**src/rtl/ldm_stm_seq_if.sv**
```systemverilog
// Request, register-file and memory bundle for the LDM/STM block-transfer sequencer.
// The slave modport is the sequencer; the master modport is the surrounding core or test environment.
interface ldm_stm_seq_if;
  logic        start;
  logic        load;
  logic [15:0] reglist;
  logic [31:0] base_addr;
  logic [3:0]  rn;
  logic [31:0] rd1;
  logic [3:0]  ra1;
  logic        we3;
  logic [3:0]  wa3;
  logic [31:0] wd3;
  logic        pc_load;
  logic [31:0] pc_wdata;
  logic        mem_req;
  logic        mem_we;
  logic [31:0] mem_addr;
  logic [31:0] mem_wdata;
  logic        mem_ack;
  logic [31:0] mem_rdata;
  logic        busy;
  logic        done;

  modport slave (
    input  start, load, reglist, base_addr, rn, rd1, mem_ack, mem_rdata,
    output ra1, we3, wa3, wd3, pc_load, pc_wdata,
           mem_req, mem_we, mem_addr, mem_wdata, busy, done
  );

  modport master (
    output start, load, reglist, base_addr, rn, rd1, mem_ack, mem_rdata,
    input  ra1, we3, wa3, wd3, pc_load, pc_wdata,
           mem_req, mem_we, mem_addr, mem_wdata, busy, done
  );
endinterface

```
**src/rtl/ldm_stm_seq.sv**
```systemverilog
// LDM/STM block-transfer sequencer: walks a 16-bit register mask lowest bit first, increment-after.
// Define LDM_STM_WB_EN to add a WB state that writes base+4*count back to register rn.
module ldm_stm_seq (
  input  logic         clk,
  input  logic         reset,
  ldm_stm_seq_if.slave bus
);
  typedef enum logic [1:0] {
    IDLE = 2'd0,
    XFER = 2'd1,
`ifdef LDM_STM_WB_EN
    WB   = 2'd2,
`endif
    DONE = 2'd3
  } state_t;

  state_t      r_state;
  state_t      w_state_next;
  logic        r_load;
  logic [15:0] r_mask;
  logic [31:0] r_base;
  logic [4:0]  r_count;
`ifdef LDM_STM_WB_EN
  logic [3:0]  r_rn;
`else
  logic        w_unused_rn;
  assign w_unused_rn = ^bus.rn;
`endif

  logic [15:0] w_lsb;
  logic [15:0] w_mask_rem;
  logic [3:0]  w_cur;
  logic [31:0] w_addr;

  // Two's-complement trick isolates the lowest set bit of the remaining mask.
  assign w_lsb      = r_mask & (~r_mask + 16'd1);
  assign w_mask_rem = r_mask & ~w_lsb;
  assign w_addr     = r_base + {25'd0, r_count, 2'b00};

  always_comb begin
    w_cur = 4'd0;
    for (int i = 0; i < 16; i++) begin
      if (w_lsb[i]) w_cur = 4'(i);
    end
  end

  always_comb begin
    w_state_next  = r_state;
    bus.ra1       = 4'd0;
    bus.we3       = 1'b0;
    bus.wa3       = 4'd0;
    bus.wd3       = 32'd0;
    bus.pc_load   = 1'b0;
    bus.pc_wdata  = 32'd0;
    bus.mem_req   = 1'b0;
    bus.mem_we    = 1'b0;
    bus.mem_addr  = 32'd0;
    bus.mem_wdata = 32'd0;
    bus.busy      = 1'b0;
    bus.done      = 1'b0;
    case (r_state)
      IDLE: begin
        if (bus.start) w_state_next = (bus.reglist == 16'd0) ? DONE : XFER;
      end
      XFER: begin
        bus.busy     = 1'b1;
        bus.mem_req  = 1'b1;
        bus.mem_we   = ~r_load;
        bus.mem_addr = w_addr;
        if (!r_load) begin
          bus.ra1       = w_cur;
          bus.mem_wdata = bus.rd1;
        end
        if (bus.mem_ack) begin
          if (r_load && (w_cur == 4'd15)) begin
            bus.pc_load  = 1'b1;
            bus.pc_wdata = bus.mem_rdata;
          end else if (r_load) begin
            bus.we3 = 1'b1;
            bus.wa3 = w_cur;
            bus.wd3 = bus.mem_rdata;
          end
          if (w_mask_rem == 16'd0) begin
`ifdef LDM_STM_WB_EN
            w_state_next = WB;
`else
            w_state_next = DONE;
`endif
          end
        end
      end
`ifdef LDM_STM_WB_EN
      // count already covers every transfer, so w_addr is the final base.
      WB: begin
        bus.busy = 1'b1;
        if (r_rn == 4'd15) begin
          bus.pc_load  = 1'b1;
          bus.pc_wdata = w_addr;
        end else begin
          bus.we3 = 1'b1;
          bus.wa3 = r_rn;
          bus.wd3 = w_addr;
        end
        w_state_next = DONE;
      end
`endif
      DONE: begin
        bus.done     = 1'b1;
        w_state_next = IDLE;
      end
      default: w_state_next = IDLE;
    endcase
  end

  always_ff @(posedge clk) begin
    if (reset) begin
      r_state <= IDLE;
      r_load  <= 1'b0;
      r_mask  <= 16'd0;
      r_base  <= 32'd0;
      r_count <= 5'd0;
`ifdef LDM_STM_WB_EN
      r_rn    <= 4'd0;
`endif
    end else begin
      r_state <= w_state_next;
      if ((r_state == IDLE) && bus.start) begin
        r_load  <= bus.load;
        r_mask  <= bus.reglist;
        r_base  <= bus.base_addr;
        r_count <= 5'd0;
`ifdef LDM_STM_WB_EN
        r_rn    <= bus.rn;
`endif
      end else if ((r_state == XFER) && bus.mem_ack) begin
        r_mask  <= w_mask_rem;
        r_count <= r_count + 5'd1;
      end
    end
  end
endmodule

```
**src/flat_wrapper.sv**
```systemverilog
// flat-port wrapper written by rule: the top's interface ports become plain ports
module ldm_stm_seq_flat 
  (clk, reset, bus_start, bus_load, bus_reglist, bus_base_addr, bus_rn, bus_rd1, bus_mem_ack, bus_mem_rdata, bus_ra1, bus_we3, bus_wa3, bus_wd3, bus_pc_load, bus_pc_wdata, bus_mem_req, bus_mem_we, bus_mem_addr, bus_mem_wdata, bus_busy, bus_done);
  ldm_stm_seq_if bus_i ();
  input  logic clk;
  input  logic reset;
  input wire logic [$bits(bus_i.start)-1:0] bus_start;
  input wire logic [$bits(bus_i.load)-1:0] bus_load;
  input wire logic [$bits(bus_i.reglist)-1:0] bus_reglist;
  input wire logic [$bits(bus_i.base_addr)-1:0] bus_base_addr;
  input wire logic [$bits(bus_i.rn)-1:0] bus_rn;
  input wire logic [$bits(bus_i.rd1)-1:0] bus_rd1;
  input wire logic [$bits(bus_i.mem_ack)-1:0] bus_mem_ack;
  input wire logic [$bits(bus_i.mem_rdata)-1:0] bus_mem_rdata;
  output wire logic [$bits(bus_i.ra1)-1:0] bus_ra1;
  output wire logic [$bits(bus_i.we3)-1:0] bus_we3;
  output wire logic [$bits(bus_i.wa3)-1:0] bus_wa3;
  output wire logic [$bits(bus_i.wd3)-1:0] bus_wd3;
  output wire logic [$bits(bus_i.pc_load)-1:0] bus_pc_load;
  output wire logic [$bits(bus_i.pc_wdata)-1:0] bus_pc_wdata;
  output wire logic [$bits(bus_i.mem_req)-1:0] bus_mem_req;
  output wire logic [$bits(bus_i.mem_we)-1:0] bus_mem_we;
  output wire logic [$bits(bus_i.mem_addr)-1:0] bus_mem_addr;
  output wire logic [$bits(bus_i.mem_wdata)-1:0] bus_mem_wdata;
  output wire logic [$bits(bus_i.busy)-1:0] bus_busy;
  output wire logic [$bits(bus_i.done)-1:0] bus_done;
  assign bus_i.start = bus_start;
  assign bus_i.load = bus_load;
  assign bus_i.reglist = bus_reglist;
  assign bus_i.base_addr = bus_base_addr;
  assign bus_i.rn = bus_rn;
  assign bus_i.rd1 = bus_rd1;
  assign bus_i.mem_ack = bus_mem_ack;
  assign bus_i.mem_rdata = bus_mem_rdata;
  assign bus_ra1 = bus_i.ra1;
  assign bus_we3 = bus_i.we3;
  assign bus_wa3 = bus_i.wa3;
  assign bus_wd3 = bus_i.wd3;
  assign bus_pc_load = bus_i.pc_load;
  assign bus_pc_wdata = bus_i.pc_wdata;
  assign bus_mem_req = bus_i.mem_req;
  assign bus_mem_we = bus_i.mem_we;
  assign bus_mem_addr = bus_i.mem_addr;
  assign bus_mem_wdata = bus_i.mem_wdata;
  assign bus_busy = bus_i.busy;
  assign bus_done = bus_i.done;
  ldm_stm_seq u_core (.clk(clk), .reset(reset), .bus(bus_i));
endmodule
```
**config.mk**
```make
export PLATFORM = sky130hd
export DESIGN_NAME = ldm_stm_seq_flat
export DESIGN_NICKNAME = d
export VERILOG_FILES = /design/src/rtl/ldm_stm_seq_if.sv /design/src/rtl/ldm_stm_seq.sv /design/src/flat_wrapper.sv
export SDC_FILE = /design/constraint.sdc
export NUM_CORES = 1
export LEC_CHECK = 0
export ABC_AREA = 1
export CORE_MARGIN = 4
export CORE_UTILIZATION = 25
export DETAILED_ROUTE_END_ITERATION = 7
export GPL_TIMING_DRIVEN = 1
export SKIP_CTS_REPAIR_TIMING = 1
export SYNTH_ARGS = -nofsm -noshare
export SYNTH_HDL_FRONTEND = slang
export SYNTH_SLANG_ARGS = --single-unit
```
**constraint.sdc**
```tcl
create_clock -name clk -period 2.27 [get_ports clk]
set_input_delay 0.681 -clock clk [delete_from_list [all_inputs] [get_ports clk]]
set_output_delay 0.681 -clock clk [all_outputs]
set_load 0.01 [all_outputs]
```
==> results of run 1 <==
state kept, by name, summed over array words and instances, names as in the netlist:
name / cells
u_core.r_state: 2
u_core.r_load: 1
u_core.r_base: 32
u_core.r_count: 5
u_core.r_mask: 16
layout make-up:
cell class / count / area share (%)
tap: 225 / 3.01
multi-input combinational: 573 / 38.3
timing repair buffer: 408 / 40.8
inverter: 91 / 3.87
clock inverter: 1 / 0.321
clock buffer: 5 / 1.34
sequential: 56 / 12.3
metal layers:
layer	vias to the layer above	global-route usage, %	routed length, um
met5	-	0	0
met4	0	5.41	482
met3	32	2.65	1150
met2	215	33.3	10900
met1	2843	23.4	8760
li1	3160	-	-
where the power goes:
part	leakage [nW]	internal, mW	switching (mW)
combinational	3.78	0.766	0.757
sequential	0.471	1.07	0.0847
clock	0.0757	0.510	0.368
total	4.33	2.34	1.21
final timing paths:
kind | startpoint | end | slack (ns) | cells after the start
min reg2reg | u_core.r_base[0] | u_core.r_base[0] | 0.45 | 2
max reg2reg | u_core.r_state[1] | u_core.r_count[2] | 0.52 | 7
min | u_core.r_base[0] | u_core.r_base[0] | 0.45 | 2
max | u_core.r_count[0] | bus_mem_addr[30] | -0.48 | 10
placed cells by master (no fill, tap or decap), types with 4 or more instances in the layout:
cell and count:
xor2_1 9, nor2_1 135, buf_6 74, xnor2_1 4, or2_2 4, a31oi_1 11, buf_12 15, nand3_2 5
clkbuf_16 10, nand3_1 16, o21ai_1 10, buf_2 29, nand4_1 13, inv_2 12, nand2_1 114, a21oi_2 4
buf_8 4, dfxtp_1 33, nand2_4 7, nor3_1 9, buf_4 119, inv_1 73, nand3_4 4, nor2_2 14
dfxtp_2 21, nor4_1 4, clkdlybuf4s50_1 117, nand2_2 23, clkbuf_2 36, ha_4 4, dlymetal6s2s_1 9, a21oi_1 34
o21ai_0 42, nor2_4 71
logic make-up (layout without fill, tap and decap cells):
group	count (synthesis)	after routing	share of synthesized area, %
simple gates	429	429	43.0
compound gates	123	123	15.5
buf+inv	123	505	11.3
flops	56	56	25.3
xor+xnor	14	14	2.77
fa+ha+maj	7	7	2.15
tightest hold or removal path, stage by stage, from the launching register on:
cell and delay, ns:
dfxtp_1 0.30, inv_1 0.06, a21oi_1 0.05
==> impl_results.md, run 1 <==
- Outcome: complete, but fails checks
- Failing checks: negative setup slack
- Vias in the first global route: between 5000 and 6000
- Seq. cell area: 1150 um2
- Critical path data required time: 1.59 ns
- Post-route clock period utilization: 121%
- Sequential area share after synthesis: between 20% and 30%
- IO Pins: 263
- Area delta synth->final: 112%
- PD cells: approximately 380 nW/um2
- Die W: 141 um
- First-pass GRT wire length: 30200 um
- Multi-input logic area: 3580 um2
- Rows: 48
- Critical Path Fanout Max: 4
- GRT overflow: 0
- Routed vias: 6250
- Final WS setup: -0.482 ns
- Critical Path, Cell by Cell: ha_4, fa_2, nand3_2, nand2_4, buf_6, a31o_4, nand2_2, xor2_1, nor2_1, buf_2
- Slowest Stage Delay on Critical Path: 0.35 ns
- WL/cell: ~16 um
- Die area: around 20000 um2
- Die height: about 140 um
- Largest net degree at the start of global routing: 42
- First-pass DRT Iterations: 5
- Antenna violation net count after detailed routing: 0
- Synth Area per Inst: 5.88 um2
- Synth cell types: between 40 and 50
- Critical Path Source Type: register
- Crit-path slowest cell: fa_2
- Total track usage: 18.7%
- Reg clk slew, reported paths: 0.07 ns
- Fmax: between 300 and 400 MHz
- Dpl cell area: around 8300 um2
- Count of endpoints failing setup in the final report: 102
- Most common cell in the netlist: nor2_1
- Asr flop ratio synth: 0%
- IO Port Bufs: about 260
- Post-synthesis instance total: 752
- RSZ-0062 raised after global routing: yes
- Synth cell count leaders: 192 x nor2_1, 136 x nand2_1, 80 x inv_1
- Worst-Margin Slew: 0.397 ns
- Placed cell count: between 1000 and 1500
- Pleak: 4.33 nW
- Gpl congestion: slightly above 0.9
- # Max-Cap Violations: 0
- Clk_lat worst skew: 0.30 ns
- TritonCTS Buffers: 5
- CTS tree: done
- Max VDD drop: between 300 and 400 uV
- Slew Limit Fails: 0
- Area leader, netlist: dfxtp_1
- Detailed-route vias per instance: about 4.6
- Max-slew headroom: approximately three quarters
- Final hold vios: 0
- Antenna Cells: 0
- Fin area: 9360 um2
- H-tree levels: 2
- Sink Count: 56
- Initial antenna violation count: 0
- Total Power: 3.55 mW
- Warnings, synthesis: 0
- Core box area: 17300 um2
- # fillers: 1660
- Syn Nets: roughly 900
- Post-synth top area share: around a quarter
- Pre-CTS setup slack: -0.774 ns
- Post-route setup TNS: -31.22 ns
- Critical path arrival: 2.07 ns
- Routed wire length: 21300 um
- Root Buffer: clkbuf_16
- Critical path type: register to output port
- DRC Markers: 0
- Final net count: ~1300
- Cell class contributing the biggest share of worst-path delay: adder cells
- Post-synth top flop: dfxtp_1
- HP Class: register to register
- Share of layout cells above drive strength 1: 42.7%
- Initial Utilization: 25.6%
- Clock tree buffer depth: 2
- Dpl hpwl: 16400 um
- CP Capture Type: output port
- Finished Layout Cells: about 1400
- Number of synthesized flops with an enable pin: 0
- Setup Skew: 0.0127 ns
- Final Hold Slack: 0.453 ns
- Min Tclk post-route: roughly 2.8 ns
- Largest cells by area after synthesis: dfxtp_1 25%, nor2_1 16%, nand2_1 12%
- DR iter-0 viols: 277
- Crit path buffers/inverters: 2
- Mapped Area: around 4400 um2
- Number of synthesized register bits: 56
- Final Util: between 50% and 60%
No activity file was read; power rests on OpenSTA's default activity.
==> run 2: changes to the inputs <==
SKIP_CTS_REPAIR_TIMING = unset   (was 1)
TNS_END_PERCENT = 100   (was unset)
==> run 2 against run 1 <==
Compared with the run above: the flow still finishes with violations (negative setup slack); die area stayed put; core utilization is 3.7 points higher; critical path depth stayed put; sequential power hardly changed; count of clock-buffer cells in the layout stayed put; sequential cell count stayed put; combinational power is 18% higher; non-clock buffer count is 42 higher; critical path type unchanged; critical endpoint unchanged; largest cell class unchanged.
==> impl_results.md, run 2 (synthesis gave the netlist of run 1 again) <==
- Rows: 48 (unchanged)
- Largest Register: u_core.r_base (unchanged)
- Die area: 19900 um2 (unchanged)
- Worst-Margin Slew: 0.430 ns (was 0.397 ns)
- PD cells: 384 nW/um2 (was 380 nW/um2)
- Detailed-route vias per instance: 4.66 (was 4.60)
- Largest net degree at the start of global routing: 42 (unchanged)
- Final Util: 57.8% (was 54.1%)
- Core box area: 17300 um2 (unchanged)
- Initial antenna violation count: 0 (unchanged)
- Max-slew headroom: 71.0% (was 73.2%)
- Final WS setup: -0.491 ns (was -0.482 ns)
- Critical path type: register to output port (unchanged)
- # fillers: 1555 (was 1660)
- Reg clk slew, reported paths: 0.07 ns (about the same)
- Die W: 141 um (unchanged)
- Fmax: 362 MHz (was 363 MHz)
- Dpl cell area: 8290 um2 (unchanged)
- IO Port Bufs: 258 (unchanged)
- Outcome: complete, but fails checks (unchanged)
- Count of endpoints failing setup in the final report: 132 (was 102)
- Max VDD drop: 316 uV (was 303 uV)
- Most frequent cells in the layout: 134 x nor2_1, 129 x buf_4, 116 x clkdlybuf4s50_1 (was 135 x nor2_1, 119 x buf_4, 117 x clkdlybuf4s50_1)
- Most common cell after layout, fill and taps aside: nor2_1 (unchanged)
- Sink Count: 56 (unchanged)
- Critical path data required time: 1.59 ns (about the same)
- Max reg flops: 32 (unchanged)
- Root Buffer: clkbuf_16 (unchanged)
- CP Capture Type: output port (unchanged)
- Area delta synth->final: 126% (was 112%)
- Routed vias: 6524 (was 6250)
- RSZ-0062 raised after global routing: yes (unchanged)
- Post-route setup TNS: -38.90 ns (was -31.22 ns)
- Total Power: 3.84 mW (was 3.55 mW)
- Antenna violation net count after detailed routing: 0 (unchanged)
- Critical Path Source Type: register (unchanged)
- Worst r2r src: u_core.r_mask[1] (was u_core.r_state[1])
- CTS tree: done (unchanged)
- Clk_lat worst skew: 0.30 ns (about the same)
- Initial Utilization: 25.6% (unchanged)
- Critical path arrival: 2.08 ns (was 2.07 ns)
- Vias in the first global route: 6235 (was 5800)
- DR iter-0 viols: 327 (was 277)
- Min Tclk post-route: 2.76 ns (was 2.75 ns)
- Total track usage: 20.2% (was 18.7%)
- Gpl congestion: 0.932 (unchanged)
- WL/cell: 16.0 um (was 15.7 um)
- Failing checks: negative setup slack (unchanged)
- Reg2reg setup slack: -0.18 ns (was 0.52 ns)
- Pleak: 4.49 nW (was 4.33 nW)
- Share of layout cells above drive strength 1: 46.4% (was 42.7%)
- # Max-Cap Violations: 0 (unchanged)
- Top Registers: u_core.r_base x32, u_core.r_mask x16, u_core.r_count x5 (unchanged)
- Fin area: 10000 um2 (was 9360 um2)
- IO Pins: 263 (unchanged)
- TritonCTS Buffers: 5 (unchanged)
- First-pass DRT Iterations: 4 (was 5)
- Dpl hpwl: 16400 um (unchanged)
- Routed wire length: 22500 um (was 21300 um)
- Min-delay src: u_core.r_base[0] (unchanged)
- DRC Markers: 0 (unchanged)
- Slew Limit Fails: 0 (unchanged)
- GRT overflow: 0 (unchanged)
- Critical Path Fanout Max: 4 (unchanged)
- Pre-CTS setup slack: -0.774 ns (unchanged)
- Final hold vios: 0 (unchanged)
- Die height: 141 um (unchanged)
- Final net count: 1305 (was 1263)
- Setup Skew: 0.0127 ns (about the same)
- First-pass GRT wire length: 32600 um (was 30200 um)
- H-tree levels: 2 (unchanged)
- HP Class: register to register (unchanged)
- Antenna Cells: 0 (unchanged)
- Clock tree buffer depth: 2 (unchanged)
- Post-route clock period utilization: 122% (was 121%)
- Critical path origin: u_core.r_base[2] (was u_core.r_count[0])
-- run 2: cell types whose count changed in the layout (fill, tap and decap cells not counted), sizes merged --
cell           change
buf               +52
clkbuf            -34
dlymetal6s2s       -7
clkdlybuf4s50      -1
dlygate4sd2        +3
clkdlybuf4s15     +29
-- run 2: report_power, final --
part,switching [mW],internal (mW)
registers,0.0902,1.07
logic,0.853,0.952
clock network,0.371,0.510
total,1.31,2.53
-- run 2: worst paths after layout --
| kind | cells after the start | end |
|---|---|---|
| setup reg to reg | 19 | u_core.r_state[1] |
| setup / recovery | 10 | bus_mem_addr[30] |
| hold / removal | 2 | u_core.r_base[0] |
| hold reg to reg | 2 | u_core.r_base[0] |
-- run 2: area by class of cell --
class,count,area [um2],area share [%]
inverters,91,359,3.59
well taps,225,282,2.82
repair buffers,450,4350,43.5
flip-flops and latches,56,1160,11.6
clock buffers,5,125,1.25
multi-input cells,573,3700,37.0
clock inverters,1,30.0,0.300
-- run 2: worst max-delay path: stages, from the launching register on --
cell	delay, ns
dfxtp_2	0.34
ha_4	0.16
fa_2	0.35
nand3_2	0.09
nand2_4	0.08
buf_6	0.13
a31o_4	0.21
nand2_2	0.07
xor2_1	0.16
nor2_1	0.05
buf_2	0.14
-- run 2: through the flow --
stage,cells,hold slack [ns]
2_1_floorplan,752,0.430
3_3_place_gp,1333,0.441
3_5_place_dp,1333,0.444
4_1_cts,1397,0.455
5_1_grt,1401,0.479
6_report,1401,0.455
-- run 2: routing by layer --
metal  global-route usage, %  vias to the layer above  wire [um]
li1                        -                     3247          -
met1                    24.2                     2984       8810
met2                    37.1                      248      11600
met3                    2.95                       45       1290
met4                    6.22                        0        718
met5                       0                        -          0
-- run 2: timing repair --
action	4_1_cts	5_1_grt
gates cloned	4	3
endpoints found under the hold margin	0	0
setup endpoints to repair	139	144
pin swaps	45	56
buffers inserted	56	14
hold buffers	0	0
gates resized for setup	621	271
